## src/rtl/octal_pkg.sv

```systemverilog
// Shared types and constants for the octal ASCII streamer path.
package octal_pkg;

  typedef enum logic [1:0] {
    IDLE,
    EMIT,
    TERM
  } state_t;

  localparam logic [7:0] ASCII_ZERO = 8'h30;
  localparam logic [7:0] ASCII_LF   = 8'h0A;

  // Number of 3-bit octal digits needed to cover a binary value of this width.
  function automatic int octal_digits(input int width);
    return (width + 2) / 3;
  endfunction

endpackage

```

## src/rtl/octal_lead_digit_enc.sv

```systemverilog
// Priority encoder: index of the most significant nonzero octal digit (0 if all zero).
module octal_lead_digit_enc #(
  parameter int NDIG = 6,
  parameter int IDXW = 3
) (
  input  logic [3*NDIG-1:0] digits,
  output logic [IDXW-1:0]   lead_idx
);

  // Later (higher) digits overwrite earlier ones, so the last hit wins.
  always_comb begin
    lead_idx = '0;
    for (int i = 0; i < NDIG; i++) begin
      if (digits[3*i +: 3] != 3'd0) begin
        lead_idx = IDXW'(i);
      end
    end
  end

endmodule

```

## src/rtl/octal_ascii_streamer.sv

```systemverilog
// Streams a binary value as ASCII octal digits, MSD first, with optional trailing LF.
module octal_ascii_streamer
  import octal_pkg::*;
#(
  parameter int DATA_W         = 16,
  parameter bit SUPPRESS_ZEROS = 1'b1,
  parameter bit EMIT_NL        = 1'b1
) (
  input  logic              clk,
  input  logic              rst_n,
  input  logic              in_valid,
  output logic              in_ready,
  input  logic [DATA_W-1:0] in_data,
  output logic              out_valid,
  input  logic              out_ready,
  output logic [7:0]        out_char,
  output logic              out_last,
  output logic              busy
);

  localparam int NDIG = octal_digits(DATA_W);
  localparam int PADW = 3 * NDIG;
  localparam int IDXW = (NDIG > 1) ? $clog2(NDIG) : 1;
  localparam logic [IDXW-1:0] TOP_IDX = IDXW'(NDIG - 1);

  state_t          state;
  logic [PADW-1:0] value_q;
  logic [IDXW-1:0] idx_q;
  logic [IDXW-1:0] idx_dec;
  logic [PADW-1:0] in_pad;
  logic [IDXW-1:0] lead_idx;
  logic [IDXW-1:0] start_idx;

  assign in_pad    = PADW'(in_data);
  assign idx_dec   = idx_q - 1'b1;
  assign start_idx = SUPPRESS_ZEROS ? lead_idx : TOP_IDX;

  octal_lead_digit_enc #(
    .NDIG (NDIG),
    .IDXW (IDXW)
  ) u_lead_enc (
    .digits   (in_pad),
    .lead_idx (lead_idx)
  );

  function automatic logic [7:0] digit_char(input logic [PADW-1:0] v,
                                            input logic [IDXW-1:0] i);
    return ASCII_ZERO + {5'd0, v[3*int'(i) +: 3]};
  endfunction

  // Every output is a register loaded one step ahead, so out_char always
  // shows the character for the current index and holds while stalled.
  always_ff @(posedge clk or negedge rst_n) begin
    if (!rst_n) begin
      state     <= IDLE;
      value_q   <= '0;
      idx_q     <= '0;
      in_ready  <= 1'b0;
      out_valid <= 1'b0;
      out_char  <= 8'h00;
      out_last  <= 1'b0;
      busy      <= 1'b0;
    end else begin
      case (state)
        IDLE: begin
          in_ready <= 1'b1;
          if (in_valid && in_ready) begin
            state     <= EMIT;
            value_q   <= in_pad;
            idx_q     <= start_idx;
            in_ready  <= 1'b0;
            busy      <= 1'b1;
            out_valid <= 1'b1;
            out_char  <= digit_char(in_pad, start_idx);
            out_last  <= !EMIT_NL && (start_idx == '0);
          end
        end
        EMIT: begin
          if (out_ready) begin
            if (idx_q != '0) begin
              idx_q    <= idx_dec;
              out_char <= digit_char(value_q, idx_dec);
              out_last <= !EMIT_NL && (idx_dec == '0);
            end else if (EMIT_NL) begin
              state    <= TERM;
              out_char <= ASCII_LF;
              out_last <= 1'b1;
            end else begin
              state     <= IDLE;
              in_ready  <= 1'b1;
              out_valid <= 1'b0;
              out_char  <= 8'h00;
              out_last  <= 1'b0;
              busy      <= 1'b0;
            end
          end
        end
        TERM: begin
          if (out_ready) begin
            state     <= IDLE;
            in_ready  <= 1'b1;
            out_valid <= 1'b0;
            out_char  <= 8'h00;
            out_last  <= 1'b0;
            busy      <= 1'b0;
          end
        end
        default: begin
          state <= IDLE;
        end
      endcase
    end
  end

endmodule

```

## config.mk

```make
export PLATFORM = sky130hd
export DESIGN_NAME = octal_ascii_streamer
export DESIGN_NICKNAME = d
export VERILOG_FILES = /design/src/rtl/octal_pkg.sv /design/src/rtl/octal_lead_digit_enc.sv /design/src/rtl/octal_ascii_streamer.sv
export SDC_FILE = /design/constraint.sdc
export NUM_CORES = 1
export LEC_CHECK = 0
export CAP_MARGIN = 20
export CORE_MARGIN = 10
export CORE_UTILIZATION = 24
export CTS_CLUSTER_SIZE = 20
export DETAILED_ROUTE_END_ITERATION = 8
export DONT_BUFFER_PORTS = 1
export SLEW_MARGIN = 20
export SYNTH_ARGS = -nofsm -noshare
export SYNTH_HDL_FRONTEND = slang
export SYNTH_SLANG_ARGS = --single-unit
export TNS_END_PERCENT = 50
```

## constraint.sdc

```tcl
create_clock -name clk -period 6.3 [get_ports clk]
set_input_delay 0.63 -clock clk [delete_from_list [all_inputs] [get_ports clk]]
set_output_delay 0.63 -clock clk [all_outputs]
set_load 0.01 [all_outputs]
```

After elaboration in Yosys (flattened, before gate mapping)
Index checks and enable logic that the tools add are counted.
- output and inout port bits: 12
- logic and storage cells: 66
- bits in registers: 32
- bits of input ports: 20
- mux-type cells: 29
- $mul: 2
- shift operators: 2
- reduce and logical (&&, ||, !) cells: 16
- add/subtract/negate cells: 3
- equal/unequal tests: 7
- operators by type and width (operator ; count):
    18-bit by 6-bit indexed part select with 3-bit output ; 2
    8-bit two-way mux ; 3
    8-bit one-hot mux with 3 select lines ; 1
    3-bit nonzero test ; 6
    3-bit two-way mux ; 5
    6-bit by 3-bit adder with 7-bit output (first input constant) ; 2
    2-bit two-way mux ; 6
    4-bit AND reduction ; 3
    2-bit by 3-bit multiplier with 5-bit output (first input constant) ; 2
    2-bit inequality test (second input constant) ; 5
    1-bit two-way mux ; 8
    7-bit two-way mux ; 1
    2-bit one-hot mux with 3 select lines ; 1
    3-bit one-hot mux with 2 select lines ; 1
    1-bit one-hot mux with 2 select lines ; 2
    2-bit AND reduction ; 2
    2-bit nonzero test ; 2
    1-bit one-hot mux with 3 select lines ; 1
    3-bit AND reduction ; 1
    3-bit by 1-bit subtractor with 3-bit output (second input constant) ; 1
    2-bit by 1-bit == test with 1-bit output (second input constant) ; 1
    2-bit == test (second input constant) ; 1
    2-bit logical NOT ; 1
    1-bit logical AND ; 1

Logic depth before layout (Yosys ltp)
- depth after elaboration: 11
- mapped depth: 8
- depth with buffers taken out: 7

Modules after synthesis
From an unflattened synthesis, not the netlist that was laid out.
- cell total of the unflattened synthesis: 154
- area total of the unflattened synthesis: 1710.4 µm²
- by module, submodules not included (module ; cells an instance ; times used ; sequential area each (µm²) ; area an instance (µm²)):
    octal_ascii_streamer ; 145 ; 1 ; 700.7 ; 1654.1
    octal_lead_digit_enc ; 9 ; 1 ; 0.0 ; 56.3

Worst setup path before layout
No wires, ideal clock.
- kind: reg-to-reg
- start: register idx_q[0]
- end: register out_char[1]
- path buffers: 1
- setup slack: 4.164 ns
- data required time: 6.181 ns
- clock period less this slack: 2.136 ns
- cell stages (with the launch flop): 9
- arrival time: 2.018 ns
- library setup time: 0.119 ns
- path through: dfrtp_1 > buf_2 > inv_1 > ha_1 > mux4_2 > a2111oi_2 > nor4_1 > a21oi_1 > a21bo_1
- cells in the longest elaborated chain, start to end: 7
- elaborated cells between the ends (all ways): 8
- classes of those cells: 2 x add/sub; 1 x mul; 1 x shift; 3 x mux; 1 x reduce/logical
- RTL lines (item ; line ; RTL):
    from (decl) ; octal_ascii_streamer.sv:28 ; logic [IDXW-1:0] idx_q;
    from (signal assigned) ; octal_ascii_streamer.sv:70 ; idx_q <= start_idx;
    from (signal assigned) ; octal_ascii_streamer.sv:81 ; idx_q <= idx_dec;
    3-bit by 1-bit subtractor with 3-bit output ; octal_ascii_streamer.sv:35 ; assign idx_dec = idx_q - 1'b1;
    2-bit by 3-bit multiplier with 5-bit output ; octal_ascii_streamer.sv:48 ; return ASCII_ZERO + {5'd0, v[3*int'(i) +: 3]};
    18-bit by 6-bit indexed part select with 3-bit output ; octal_ascii_streamer.sv:48 ;
    6-bit by 3-bit adder with 7-bit output ; octal_ascii_streamer.sv:48 ;
    7-bit two-way mux (*) ; octal_ascii_streamer.sv:80 ; if (idx_q != '0) begin
    8-bit two-way mux (*) ; octal_ascii_streamer.sv:79 ; if (out_ready) begin
    8-bit one-hot mux with 3 select lines (*) ; octal_ascii_streamer.sv:64 ; case (state)
    to (signal assigned) ; octal_ascii_streamer.sv:74 ; out_char <= digit_char(in_pad, start_idx);
    to (signal assigned) ; octal_ascii_streamer.sv:82 ; out_char <= digit_char(value_q, idx_dec);
    to (decl) ; octal_ascii_streamer.sv:16 ; output logic [7:0] out_char,
Mark *: on every way between the ends. The rest lies on a longest branch, timed or not. The select of a mux whose other input is x is not followed.
A chain may end at the register's enable or synchronous reset.

Worst setup path after layout
Ends and elaborated chain as after synthesis.

==> flow_metrics.py <==
metrics = {
    "run_status": {
        "status": "finished clean",
    },
    "critical_path": {
        "crit_arrival_ns": 2.52,
        "worstPathMaxFanout": 11,
        "cp_slowest_cell": "dfrtp_1",
        "cp-end-kind": "register",
        "critPathKind": "reg2reg",
        "cp-start-kind": "register",
        "critical-path-max-stage-delay_ns": 0.56,
        "crit_required_ns": 6.48,
        "cp_cell_sequence": "inv_1, ha_1, mux4_2, a2111oi_2, nor4_1, a21oi_1, a21bo_1",
    },
    "finish": {
        "diodes": 0,
        "fill_cells": 770,
        "final_common_cell": "dfrtp_1",
        "syn_to_final_growth_pct": 8.12,
        "drive_gt1_share_pct": 14.5,
        "final_cell_mix": "dfrtp_1, nand2_1, inv_1",
        "num-nets-final": 192,
        "final_area_mm2": 0.00188,
        "fin_util_pct": 27.2,
    },
    "floorplan": {
        "ios": 32,
        "dieArea_mm2": 0.0111,
        "num_rows": 30,
        "core-area_mm2": 0.00691,
        "initial_core_util_pct": 25.2,
        "die_h_um": 105,
        "fp.dieW_um": 105,
    },
    "flow_run": {
        "drv_cap": 0,
    },
    "synthesis": {
        "yosys_warnings": 0,
        "netlist_area_mm2": 0.00174,
        "ys_types": 50,
        "yosys.area.top_type": "dfrtp_1",
        "syn_inst": 169,
        "yosys_most_used_dff": "dfrtp_1",
        "ys_ff_latch": 28,
        "synth_top_area_share_pct": 40.3,
        "async_flop_share_pct": 100,
        "synth-edff-count": 0,
        "synthTopCellsByArea": "dfrtp_1, mux2_2, mux2_1",
        "yosysSeqAreaShare_pct": 40.3,
        "synth_area_per_cell_um2": 10.3,
    },
    "clock_tree": {
        "clock_sinks": 28,
        "cts_tree": "done",
        "cts.reportedPaths.clkPinSlew_ns": 0.10,
        "postCtsHoldBufs": 0,
        "h-tree-depth": 1,
        "cts_buffer_depth": 2,
        "post_cts_buffers": 0,
        "root_buffer": "clkbuf_8",
        "clock_latency_ns": 0.28,
        "cts_resized": 0,
        "cts_buffers": 3,
    },
    "timing": {
        "fmax_mhz": 427,
        "fin_ws_ns": 3.96,
        "worstMarginPinSlew_ns": 0.866,
        "fin_crit_ns": 2.34,
        "finClkSkew_ns": 0.00701,
        "fin_crit_sh_pct": 37.2,
        "totalNegativeSetupSlack_ns": 0,
        "setup_viol": 0,
        "rsz0062_at_grt": "no",
        "maxSlewViolCount": 0,
        "slew_headroom_pct": 42.1,
        "hold_viol": 0,
    },
    "routing": {
        "routedWlPerCell_um": 15.8,
        "wirelength_mm": 4.12,
        "dr.pass1.iters": 4,
        "viasPerCell": 4.97,
        "drt-initial-drc-count": 99,
        "vias": 1296,
        "drc": 0,
        "postRouteAntennaNets": 0,
    },
    "power_and_ir_drop": {
        "p_leak_nw": 0.767,
        "power_density_mw_per_mm2": 475,
        "ir_drop_v": 0.000135,
    },
    "placed_design": {
        "dp_hpwl_mm": 3.30,
        "portBuffers": 0,
        "dpl_cell_area_mm2": 0.00181,
        "pre_cts_slack_ns": 3.96,
        "gp_congestion": 0.810,
    },
    "grt": {
        "grt_usage_pct": 7.32,
        "grt_max_degree": 29,
        "grt_pass1_vias": 1275,
        "antenna_found_initial": 0,
        "overflow": 0,
        "grt_pass1_wl_mm": 6.80,
    },
    "worst_hold_path": {
        "hold_path.class": "in2async",
    },
}
-- per-layer routing --
| metal | GRT usage [%] | up-vias | routed length (µm) |
|---|---|---|---|
| met5 | 0 | - | 0 |
| met4 | 0.588 | 0 | 10 |
| met3 | 4.24 | 2 | 548 |
| met1 | 9.90 | 630 | 1960 |
| met2 | 10.1 | 50 | 1600 |
| li1 | - | 614 | - |
-- Yosys cell counts (all sizes together), types with 5 or more instances --
| master | n |
|---|---|
| buf | 7 |
| ha | 6 |
| a21oi | 6 |
| nor2 | 10 |
| mux2i | 5 |
| o21ai | 13 |
| mux2 | 18 |
| nand2 | 13 |
| inv | 11 |
| dfrtp | 28 |
-- cells by family (layout without fill, tap and decap cells) --
| logic type | after synthesis | count (layout) | share of synthesized area (%) |
|---|---|---|---|
| AO/OA/AOI/OAI | 44 | 44 | 18.7 |
| multiplexers | 25 | 25 | 17.1 |
| other | 1 | 2 | 0.215 |
| adder cells (fa/ha/maj) | 6 | 6 | 4.31 |
| XOR/XNOR | 1 | 1 | 0.503 |
| buffers and inverters | 20 | 15 | 5.46 |
| AND/OR/NAND/NOR | 44 | 44 | 13.4 |
| flip-flops | 28 | 28 | 40.3 |
-- power by group --
part / switching (W) / internal (W) / total (W)
registers: 0.0000843 / 0.000264 / 0.000348
clock network: 0.0000591 / 0.0000852 / 0.000144
logic: 0.000206 / 0.000196 / 0.000401
total: 0.000349 / 0.000545 / 0.000894
-- layout make-up --
type	instances	area (µm²)	area share (%)
well taps	96	120	6.38
clock buffers	3	41.3	2.19
inverters	11	41.3	2.19
clock inverters	1	30.0	1.60
flip-flops and latches	28	701	37.2
multi-input cells	122	948	50.4
-- critical path, delay by kind of cell (launching register included) --
family / cells / cell delay (ns)
buffers and inverters: 1 / 0.12
DFF: 1 / 0.56
adders and majority gates: 1 / 0.44
muxes: 1 / 0.36
AOI/OAI and AO/OA: 3 / 0.68
and+or+nand+nor: 1 / 0.07
-- registers in the layout, indices dropped and copies added (netlist names) --
| register | cells |
|---|---|
| value_q | 16 |
| out_char | 5 |
| idx_q | 3 |
| state | 2 |
| busy | 1 |
| in_ready | 1 |
-- worst paths after layout --
| kind | start | cells past startpoint | endpoint | slack, ns |
|---|---|---|---|---|
| min in group clk | in_data[2] | 1 | value_q[2]$_DFFE_PN0P_ | 0.47 |
| min reg2reg | idx_q[1]$_DFFE_PN0P_ | 2 | idx_q[1]$_DFFE_PN0P_ | 0.50 |
| min | rst_n | 0 | value_q[13]$_DFFE_PN0P_ | 0.03 |
| max reg2reg | idx_q[0]$_DFFE_PN0P_ | 7 | out_char[1]$_DFFE_PN0P_ | 3.96 |
| max | idx_q[0]$_DFFE_PN0P_ | 7 | out_char[1]$_DFFE_PN0P_ | 3.96 |
| max in group asynchronous | rst_n | 0 | value_q[15]$_DFFE_PN0P_ | 6.19 |
-- per-stage QoR --
| step | std cells | power [W] | hold slack [ns] |
|---|---|---|---|
| finish | 261 | 0.000894 | 0.0285 |
| global route | 261 | 0.000972 | 0.00999 |
| CTS | 261 | 0.000902 | 0.0218 |
| detailed placement | 257 | 0.000757 | 0.336 |
| global placement | 257 | 0.000748 | 0.335 |
| floorplan | 170 | 0.000677 | 0.334 |
Note: power is estimated with default switching activity, not from simulation.
